$ cat config.mk
export PLATFORM = sky130hd
export DESIGN_NAME = imm_gen_pipe
export DESIGN_NICKNAME = d
export VERILOG_FILES = /design/src/rtl/imm_gen_pkg.sv /design/src/rtl/imm_decode.sv /design/src/rtl/imm_gen_pipe.sv
export SDC_FILE = /design/constraint.sdc
export NUM_CORES = 1
export LEC_CHECK = 0
export CAP_MARGIN = 5
export CORE_AREA = 3 3 93 95
export CTS_CLUSTER_DIAMETER = 150
export DETAILED_ROUTE_END_ITERATION = 7
export DIE_AREA = 0 0 96 98
export PLACE_DENSITY_LB_ADDON = 0.3
export SETUP_SLACK_MARGIN = 0.3
export SYNTH_ARGS = -nofsm -noshare
export SYNTH_HDL_FRONTEND = slang
export SYNTH_SLANG_ARGS = --single-unit
$ cat constraint.sdc
create_clock -name clk -period 4.1 [get_ports clk]
set_input_delay 0.41 -clock clk [delete_from_list [all_inputs] [get_ports clk]]
set_output_delay 0.41 -clock clk [all_outputs]
set_load 0.02 [all_outputs]
$ cat src/rtl/imm_gen_pkg.sv
`default_nettype none
// ============================================================================
// Module      : imm_gen_pkg
// Description : Shared types and elaboration helpers for the pipelined
//               immediate generator (imm_decode, imm_gen_pipe).
// Revision    : 1.0 - initial release
// ============================================================================
package imm_gen_pkg;

    // Immediate format selector as driven by the decode control unit.
    // Codes 110 and 111 are reserved; 101 is only meaningful when the
    // CSR zimm decode is compiled in (IMM_GEN_ZIMM_EN).
    typedef enum logic [2:0] {
        IMM_I = 3'b000,
        IMM_S = 3'b001,
        IMM_B = 3'b010,
        IMM_J = 3'b011,
        IMM_U = 3'b100,
        IMM_Z = 3'b101
    } immsrc_e;

    // Datapath widths the decoder supports; used by an elaboration-time
    // check in every module that takes XLEN.
    function automatic bit xlen_legal(input int xlen);
        return (xlen == 32) || (xlen == 64);
    endfunction

endpackage : imm_gen_pkg
`default_nettype wire

$ cat src/rtl/imm_decode.sv
`default_nettype none
// ============================================================================
// Module      : imm_decode
// Description : Purely combinational RISC-V immediate decoder. Maps the
//               instruction word and format select to an XLEN-bit immediate
//               plus an illegal flag for reserved/disabled formats.
//               Optional feature macro: IMM_GEN_ZIMM_EN (CSR zimm format).
// Revision    : 1.0 - initial release
// ============================================================================
module imm_decode
    import imm_gen_pkg::*;
#(
    parameter int XLEN = 32
) (
    input  logic [31:0]     i_instr,
    input  logic [2:0]      i_immsrc,
    output logic [XLEN-1:0] o_imm,
    output logic            o_illegal
);

    // Reject unsupported datapath widths at elaboration.
    if (!xlen_legal(XLEN)) begin : g_xlen_bad
        $error("imm_decode: XLEN must be 32 or 64");
    end

    // Every format fits in 32 bits with its sign in bit 31; widening to XLEN
    // is then a single signed size cast. Zimm places a 0 in bit 31, so the
    // same cast yields zero extension for it.
    logic signed [31:0] w_imm32;
    logic               w_illegal;

    // Opcode bits never contribute to an immediate.
    logic w_unused;
    assign w_unused = ^i_instr[6:0];

    // Format select: assemble the 32-bit immediate for the chosen format.
    always_comb begin
        w_imm32   = '0;
        w_illegal = 1'b0;
        case (immsrc_e'(i_immsrc))
            IMM_I: w_imm32 = {{21{i_instr[31]}}, i_instr[30:20]};
            IMM_S: w_imm32 = {{21{i_instr[31]}}, i_instr[30:25], i_instr[11:7]};
            IMM_B: w_imm32 = {{20{i_instr[31]}}, i_instr[7], i_instr[30:25],
                              i_instr[11:8], 1'b0};
            IMM_J: w_imm32 = {{12{i_instr[31]}}, i_instr[19:12], i_instr[20],
                              i_instr[30:21], 1'b0};
            IMM_U: w_imm32 = {i_instr[31:12], 12'd0};
`ifdef IMM_GEN_ZIMM_EN
            IMM_Z: w_imm32 = {27'd0, i_instr[19:15]};
`endif
            default: begin
                // Reserved (or compiled-out) format: beat still flows, flagged.
                w_imm32   = '0;
                w_illegal = 1'b1;
            end
        endcase
    end

    assign o_imm     = XLEN'(w_imm32);
    assign o_illegal = w_illegal;

endmodule : imm_decode
`default_nettype wire

$ cat src/rtl/imm_gen_pipe.sv
`default_nettype none
// ============================================================================
// Module      : imm_gen_pipe
// Description : Pipelined immediate generator for the decode stage. A
//               combinational imm_decode feeds a main output register plus
//               one skid register behind a valid/ready handshake, so in_ready
//               depends on registered state only (no path from out_ready).
//               Optional feature macro: IMM_GEN_ZIMM_EN (CSR zimm format,
//               handled inside imm_decode).
// Revision    : 1.0 - initial release
// ============================================================================
module imm_gen_pipe
    import imm_gen_pkg::*;
#(
    parameter int XLEN  = 32,
    parameter int TAG_W = 5
) (
    input  logic             clk,
    input  logic             rst,
    input  logic             flush,
    input  logic             in_valid,
    output logic             in_ready,
    input  logic [31:0]      in_instr,
    input  logic [2:0]       in_immsrc,
    input  logic [TAG_W-1:0] in_tag,
    output logic             out_valid,
    input  logic             out_ready,
    output logic [XLEN-1:0]  out_imm,
    output logic             out_illegal,
    output logic [TAG_W-1:0] out_tag
);

    // Reject unsupported datapath widths at elaboration.
    if (!xlen_legal(XLEN)) begin : g_xlen_bad
        $error("imm_gen_pipe: XLEN must be 32 or 64");
    end

    // Occupancy encoded as {main_v, skid_v}; 01 is never entered.
    localparam logic [1:0] c_st_empty = 2'b00;
    localparam logic [1:0] c_st_one   = 2'b10;
    localparam logic [1:0] c_st_full  = 2'b11;

    logic [XLEN-1:0]  w_dec_imm;
    logic             w_dec_ill;

    logic [XLEN-1:0]  r_main_imm;
    logic             r_main_ill;
    logic [TAG_W-1:0] r_main_tag;
    logic             r_main_v;

    logic [XLEN-1:0]  r_skid_imm;
    logic             r_skid_ill;
    logic [TAG_W-1:0] r_skid_tag;
    logic             r_skid_v;

    logic [1:0]       w_state;
    logic             w_in_fire;
    logic             w_out_fire;

    // Single decoder ahead of storage: both registers hold decoded beats.
    imm_decode #(
        .XLEN (XLEN)
    ) u_imm_decode (
        .i_instr   (in_instr),
        .i_immsrc  (in_immsrc),
        .o_imm     (w_dec_imm),
        .o_illegal (w_dec_ill)
    );

    assign w_state    = {r_main_v, r_skid_v};
    assign in_ready   = !r_skid_v && !rst;
    assign w_in_fire  = in_valid && in_ready;
    assign w_out_fire = r_main_v && out_ready;

    // Main/skid occupancy and data movement; flush drops both entries but
    // leaves data untouched since it is only meaningful with a valid.
    always_ff @(posedge clk) begin
        if (rst) begin
            r_main_imm <= '0;
            r_main_ill <= 1'b0;
            r_main_tag <= '0;
            r_main_v   <= 1'b0;
            r_skid_imm <= '0;
            r_skid_ill <= 1'b0;
            r_skid_tag <= '0;
            r_skid_v   <= 1'b0;
        end else if (flush) begin
            r_main_v <= 1'b0;
            r_skid_v <= 1'b0;
        end else begin
            case (w_state)
                c_st_empty: begin
                    if (w_in_fire) begin
                        r_main_imm <= w_dec_imm;
                        r_main_ill <= w_dec_ill;
                        r_main_tag <= in_tag;
                        r_main_v   <= 1'b1;
                    end
                end
                c_st_one: begin
                    if (w_in_fire && !w_out_fire) begin
                        // Downstream stalled: park the new beat behind main.
                        r_skid_imm <= w_dec_imm;
                        r_skid_ill <= w_dec_ill;
                        r_skid_tag <= in_tag;
                        r_skid_v   <= 1'b1;
                    end else if (w_in_fire) begin
                        // Main drains this cycle, so the new beat replaces it.
                        r_main_imm <= w_dec_imm;
                        r_main_ill <= w_dec_ill;
                        r_main_tag <= in_tag;
                    end else if (w_out_fire) begin
                        r_main_v <= 1'b0;
                    end
                end
                c_st_full: begin
                    // in_ready is low here; only the drain can happen.
                    if (w_out_fire) begin
                        r_main_imm <= r_skid_imm;
                        r_main_ill <= r_skid_ill;
                        r_main_tag <= r_skid_tag;
                        r_skid_v   <= 1'b0;
                    end
                end
                default: begin
                    // Unreachable encoding: drop the orphaned skid entry.
                    r_skid_v <= 1'b0;
                end
            endcase
        end
    end

    assign out_valid   = r_main_v;
    assign out_imm     = r_main_imm;
    assign out_illegal = r_main_ill;
    assign out_tag     = r_main_tag;

endmodule : imm_gen_pipe
`default_nettype wire

==> flow_metrics.py, run 1 <==
metrics = {
    "status": {
        "status": "complete, no violations",
    },
    "run": {
        "cap_violations": 0,
    },
    "timing": {
        "hold_viol": 0,
        "finalSetupTns_ns": 0,
        "min_period_ns": 2.80,
        "finalSetupViolCount": 0,
        "max_freq_ghz": 0.358,
        "finalWorstSetupSlack_ns": 1.30,
        "rsz0062_at_grt": "no",
        "slew_violations": 0,
        "relSlewSlack": 0.300,
        "worst-slew-pin-transition_ns": 1.05,
        "fin_crit_sh": 0.682,
        "skew_ns": 0.00626,
    },
    "synth": {
        "synth.distinct_cells": 41,
        "synthCells": 412,
        "syn_area_um2": 3500,
        "ys.flop_type": "dfxtp_1",
        "synth_fp_nets": 460,
        "async_flop_share": 0,
        "ys_ff_latch": 78,
        "synth-seq-area-share": 0.446,
        "syn_avg_cell_area_um2": 8.50,
        "synth_edf_count": 0,
        "yosys_warnings": 0,
    },
    "route": {
        "ant_nets": 0,
        "firstDrtPassIters": 5,
        "avgRoutedWirePerCell_um": 15.4,
        "drt_iter0_markers": 202,
        "num_vias": 3230,
        "wirelength_um": 8840,
        "vias_per_cell": 5.61,
        "drc": 0,
    },
    "clock_network": {
        "cts_inserted_buffers": 9,
        "cts_root_buf": "clkbuf_8",
        "cts_hold_buf": 0,
        "clk_pin_slew_ns": 0.08,
        "insertion_delay_ns": 0.35,
        "cts_tree": "built",
        "ctsHtreeMaxLevel": 3,
        "clock_sink_count": 78,
        "cts_resized": 0,
        "cts_buffer_depth": 2,
        "postCtsSetupRepairBufs": 0,
    },
    "hold_path": {
        "hold_depth": 2,
        "hold_path_class": "reg -> reg",
        "worstHoldEndpoint": "r_skid_tag[0]",
        "min_from": "r_skid_tag[0]",
    },
    "floorplanning": {
        "initial_core_util": 0.449,
        "core.rowCount": 32,
        "pin_count": 85,
        "fp.dieW_um": 96,
        "dieArea_um2": 9410,
        "die_h_um": 98,
        "core_area_um2": 7810,
    },
    "final_layout": {
        "area_growth_pct": 27.5,
        "design_area_um2": 4470,
        "finish.utilization": 0.572,
        "multi_input_area_um2": 1740,
        "final_net_count": 517,
        "layoutNonFillerInstCount": 576,
        "antenna_cells": 0,
        "register_area_um2": 1560,
        "drive_gt1_frac": 0.0696,
        "nFillCells": 729,
    },
    "placement": {
        "pre_cts_slack_ns": 1.32,
        "dpl.cell_count": 560,
        "hpwl_um": 5620,
        "place_area_um2": 4250,
        "io_buffer_count": 77,
        "globalplace.congestion": 0.780,
    },
    "grt": {
        "grt_pass1_vias": 2962,
        "grt_pass1_wl_um": 14500,
        "grt_max_degree": 84,
        "overflow": 0,
        "antenna_found_initial": 0,
        "track_usage": 0.192,
    },
    "pwr": {
        "ir_drop_mv": 0.171,
        "power_density_nw_per_um2": 365,
        "p_leak_uw": 0.00145,
    },
    "setup_path": {
        "start_kind": "flop",
        "r2r_end": "out_imm[17]",
        "critPathRequiredTime_ns": 4.30,
        "cp.arrival_ns": 2.99,
        "cp_max_fo": 33,
        "cpMaxStageDelayCell": "ha_1",
        "crit_type": "reg -> reg",
        "max_stage_delay_ns": 0.72,
        "rr_startpoint": "out_valid",
        "ff2ff_path_depth": 4,
        "critical_path.endpoint_type": "flop",
        "path_cells": "ha_1 -> inv_1 -> a31oi_2 -> a311oi_1",
        "ff2ff_setup_slack_ns": 1.30,
    },
}
-- worst max-delay path by stage --
stage / startpoint / end / slack (ns) / depth (start not counted)
floorplan: out_valid / out_imm[4] / 2.27 / 6
global placement: r_skid_v / out_imm[15] / 1.37 / 4
detailed placement: r_skid_v / out_imm[13] / 1.32 / 4
CTS: out_valid / out_imm[17] / 1.31 / 4
global route: r_skid_v / out_imm[18] / 1.02 / 4
finish: out_valid / out_imm[17] / 1.30 / 4
-- flip-flops by register name, indices dropped and copies added, names as in the netlist --
| signal | flops |
|---|---|
| r_skid_v | 1 |
| r_skid_imm | 32 |
| out_tag | 5 |
| out_imm | 32 |
| r_skid_ill | 1 |
| r_skid_tag | 5 |
| out_valid | 1 |
| out_illegal | 1 |
-- Yosys cell counts (3+ instances only) --
master | instances | area (um^2)
inv_1 | 4 | 15.0
nand2_1 | 55 | 206
nor2_1 | 62 | 233
mux2i_1 | 8 | 80.1
mux2_2 | 4 | 45.0
nand3b_1 | 10 | 75.1
nor3b_1 | 6 | 45.0
a211o_1 | 11 | 96.3
a221oi_1 | 4 | 35.0
dfxtp_1 | 78 | 1560
nor3_1 | 12 | 60.1
buf_2 | 11 | 55.1
nand3_1 | 10 | 50.1
buf_4 | 4 | 30.0
buf_6 | 3 | 33.8
a211oi_1 | 33 | 248
ha_1 | 3 | 37.5
a311oi_1 | 9 | 78.8
a21oi_1 | 39 | 195
clkbuf_1 | 18 | 67.6
o31ai_1 | 4 | 30.0
-- power by group --
group | internal, uW | switching (uW) | leakage (uW)
combinational | 98.6 | 112 | 0.000711
clock | 358 | 274 | 0.000110
sequential | 776 | 10.7 | 0.000632
total | 1230 | 396 | 0.00145
-- cell families (layout without fill, tap and decap cells) --
group | Yosys count | count (layout) | synth area share
AND/OR/NAND/NOR | 166 | 166 | 0.217
buffers and inverters | 41 | 103 | 0.0586
AO/OA/AOI/OAI | 111 | 111 | 0.229
multiplexers | 12 | 12 | 0.0357
adder cells (fa/ha/maj) | 3 | 3 | 0.0107
XOR/XNOR | 1 | 1 | 0.00250
flip-flops | 78 | 78 | 0.446
-- through the flow --
step	hold slack (ns)	total power, uW
final	0.454	1630
after global routing	0.471	1690
after global placement	0.441	1010
after floorplan	0.436	918
after detailed placement	0.446	1010
after CTS	0.454	1640
-- placed cells by master (no fill, tap or decap), drive strengths merged, types with 2 or more instances in the layout --
| master | n |
|---|---|
| nand2 | 55 |
| clkinv | 2 |
| inv | 4 |
| nand2b | 2 |
| a21oi | 39 |
| a31oi | 2 |
| mux2 | 4 |
| clkdlybuf4s50 | 76 |
| clkbuf | 12 |
| o21ai | 2 |
| buf | 7 |
| o31ai | 4 |
| nand3b | 10 |
| a211o | 11 |
| mux2i | 8 |
| nor3 | 12 |
| bufinv | 2 |
| a211oi | 35 |
| dfxtp | 78 |
| nor4 | 2 |
| nand3 | 10 |
| nor3b | 8 |
| a311oi | 9 |
| nor2 | 62 |
| a221oi | 4 |
| ha | 3 |
-- area by class of cell --
class | instances | area share
Inverter | 4 | 0.00336
Timing Repair Buffer | 83 | 0.182
Sequential cell | 78 | 0.350
Tap cell | 102 | 0.0286
Multi-Input combinational cell | 293 | 0.389
Clock inverter | 4 | 0.0157
Clock buffer | 12 | 0.0325
-- critical path: cells and delay by family, from the launching register on --
kind	cells	cell delay, ns
buffers and inverters	1	0.71
adders and majority gates	1	0.72
DFF	1	0.46
AOI/OAI and AO/OA	2	0.74
-- metal layers --
metal / routed length (um) / track usage / part of all wire / vias to the layer above
met3: 616 / 0.0516 / 0.070 / 11
met1: 3950 / 0.260 / 0.45 / 1523
met4: 95 / 0.0470 / 0.011 / 0
met2: 4180 / 0.302 / 0.47 / 109
met5: 0 / 0 / 0 / -
li1: - / - / - / 1587
No activity file was read; power rests on OpenSTA's default activity.
==> run 2: changes to the inputs <==
- clock period: 4.1 -> 2.8 ns (I/O delays scaled with it)
==> flow_metrics.py, run 2 (synthesized netlist as in run 1, its figures left out) <==
metrics = {
    "route": {
        "wirelength_um": 8750,
        "ant_nets": 0,
        "firstDrtPassIters": 5,
        "drt_iter0_markers": 252,
        "vias_per_cell": 5.49,
        "avgRoutedWirePerCell_um": 15.1,
        "drc": 0,
        "num_vias": 3192,
    },
    "hold_path": {
        "hold_path_class": "in -> reg",
        "min_from": "rst",
        "hold_depth": 4,
        "worstHoldEndpoint": "r_skid_v",
    },
    "clock_network": {
        "cts_buffer_depth": 2,
        "postCtsSetupRepairBufs": 0,
        "insertion_delay_ns": 0.35,
        "clk_pin_slew_ns": 0.08,
        "ctsHtreeMaxLevel": 3,
        "cts_tree": "built",
        "clock_sink_count": 78,
        "cts_inserted_buffers": 9,
        "cts_root_buf": "clkbuf_8",
    },
    "floorplanning": {
        "core_area_um2": 7810,
        "core.rowCount": 32,
        "pin_count": 85,
        "fp.dieW_um": 96,
        "initial_core_util": 0.449,
        "die_h_um": 98,
        "dieArea_um2": 9410,
    },
    "timing": {
        "finalSetupTns_ns": 0,
        "skew_ns": 0.00626,
        "relSlewSlack": 0.426,
        "fin_crit_sh": 0.855,
        "finalWorstSetupSlack_ns": 0.406,
        "hold_viol": 0,
        "finalSetupViolCount": 0,
        "rsz0062_at_grt": "yes",
        "max_freq_ghz": 0.418,
        "slew_violations": 0,
        "worst-slew-pin-transition_ns": 0.860,
        "min_period_ns": 2.39,
    },
    "setup_path": {
        "r2r_end": "out_imm[28]",
        "critPathRequiredTime_ns": 3.08,
        "cp_max_fo": 19,
        "rr_startpoint": "r_skid_v",
        "cp_num_buf_inv": 2,
        "cpMaxStageDelayCell": "dfxtp_1",
        "critical_path.endpoint_type": "flop",
        "ff2ff_path_depth": 6,
        "max_stage_delay_ns": 0.48,
        "path_cells": "ha_1 -> buf_4 -> o2111ai_4 -> buf_4 -> a211o_1 -> a21oi_1",
        "start_kind": "flop",
        "crit_family": "compound AO/OA/AOI/OAI gates",
        "crit_type": "reg -> reg",
        "cp.arrival_ns": 2.67,
        "worst_path_most_repeated_cell": "buf_4",
        "ff2ff_setup_slack_ns": 0.41,
    },
    "pwr": {
        "ir_drop_mv": 0.360,
        "swShare": 0.250,
        "sequentialPowerShare": 0.486,
        "p_sw_uw": 592,
        "p_int_uw": 1780,
        "clkPwrFrac": 0.383,
        "p_leak_uw": 0.00148,
        "power_density_nw_per_um2": 522,
        "power.share.combinational": 0.132,
    },
    "placement": {
        "io_buffer_count": 77,
        "pre_cts_slack_ns": 0.431,
        "hpwl_um": 5780,
        "dpl.cell_count": 566,
        "globalplace.congestion": 0.759,
    },
    "run": {
        "cap_violations": 0,
    },
    "final_layout": {
        "layoutNonFillerInstCount": 581,
        "layout_common_cells": "dfxtp_1 (78), clkdlybuf4s50_1 (76), nor2_1 (62)",
        "antenna_cells": 0,
        "register_area_um2": 1560,
        "final_common_cell": "dfxtp_1",
        "finish.utilization": 0.582,
        "nFillCells": 740,
        "final_net_count": 523,
        "multi_input_area_um2": 1750,
        "drive_gt1_frac": 0.0856,
        "area_growth_pct": 29.8,
    },
    "grt": {
        "grt_pass1_vias": 2902,
        "track_usage": 0.194,
        "grt_pass1_wl_um": 14300,
        "antenna_found_initial": 0,
        "grt_max_degree": 84,
        "overflow": 0,
    },
    "status": {
        "status": "complete, no violations",
    },
}
-- run 2: changes by cell type in the layout (fill, tap and decap cells not counted), moves of 2 or more --
cell / delta
buf_12: +2
buf_4: +4
clkbuf_1: -2
clkinvlp_4: +4
-- run 2: worst min-delay path: stages --
cell	delay, ns
buf_2	0.11
nor3b_4	0.07
a31oi_1	0.13
nor4_1	0.05
-- run 2: per-stage QoR --
step | total power (uW) | instance area, um^2 | hold slack, ns
floorplan | 1340 | 3500 | 0.359
global placement | 1490 | 4320 | 0.441
detailed placement | 1490 | 4320 | 0.444
CTS | 2400 | 4530 | 0.321
global route | 2480 | 4550 | 0.352
finish | 2370 | 4550 | 0.330
-- run 2: power groups by stage --
stage                     Sequential [uW]  Clock (uW)  Combinational, uW
after CTS                            1150         932                312
after detailed placement             1180           0                311
after floorplan                      1210           0                138
final                                1150         907                312
after global routing                 1160         987                339
after global placement               1180           0                308
-- run 2: worst max-delay path by stage --
| stage | startpoint | endpoint | slack, ns | cells after the start |
|---|---|---|---|---|
| floorplan | out_valid | out_imm[4] | 0.97 | 6 |
| global placement | in_immsrc[1] | out_imm[1] | 0.50 | 5 |
| detailed placement | in_immsrc[1] | out_imm[3] | 0.43 | 5 |
| CTS | out_valid | out_imm[13] | 0.47 | 5 |
| global route | out_valid | out_imm[23] | 0.27 | 6 |
| finish | r_skid_v | out_imm[28] | 0.41 | 6 |
-- run 2: repair_timing --
action	CTS	global route
hold buffers	0	0
resized for setup	0	2
setup endpoints to repair	0	8
-- run 2: layout make-up --
| class | count | share of cell area |
|---|---|---|
| sequential | 78 | 0.344 |
| timing repair buffer | 89 | 0.194 |
| multi-input combinational | 293 | 0.384 |
| clock inverter | 6 | 0.0193 |
| clock buffer | 9 | 0.0273 |
| inverter | 4 | 0.00413 |
| tap | 102 | 0.0281 |
-- run 2: metal layers --
| metal | up-vias | share of wire | track usage |
|---|---|---|---|
| met5 | - | 0 | 0 |
| met4 | 0 | 0.011 | 0.0602 |
| met3 | 8 | 0.057 | 0.0562 |
| met2 | 102 | 0.46 | 0.286 |
| met1 | 1489 | 0.47 | 0.271 |
| li1 | 1593 | - | - |
==> run 3: changes to the inputs <==
- CAP_MARGIN: 5 -> default
==> results of run 3 <==
Final layout, timing and power as in run 2 (identical DEF).
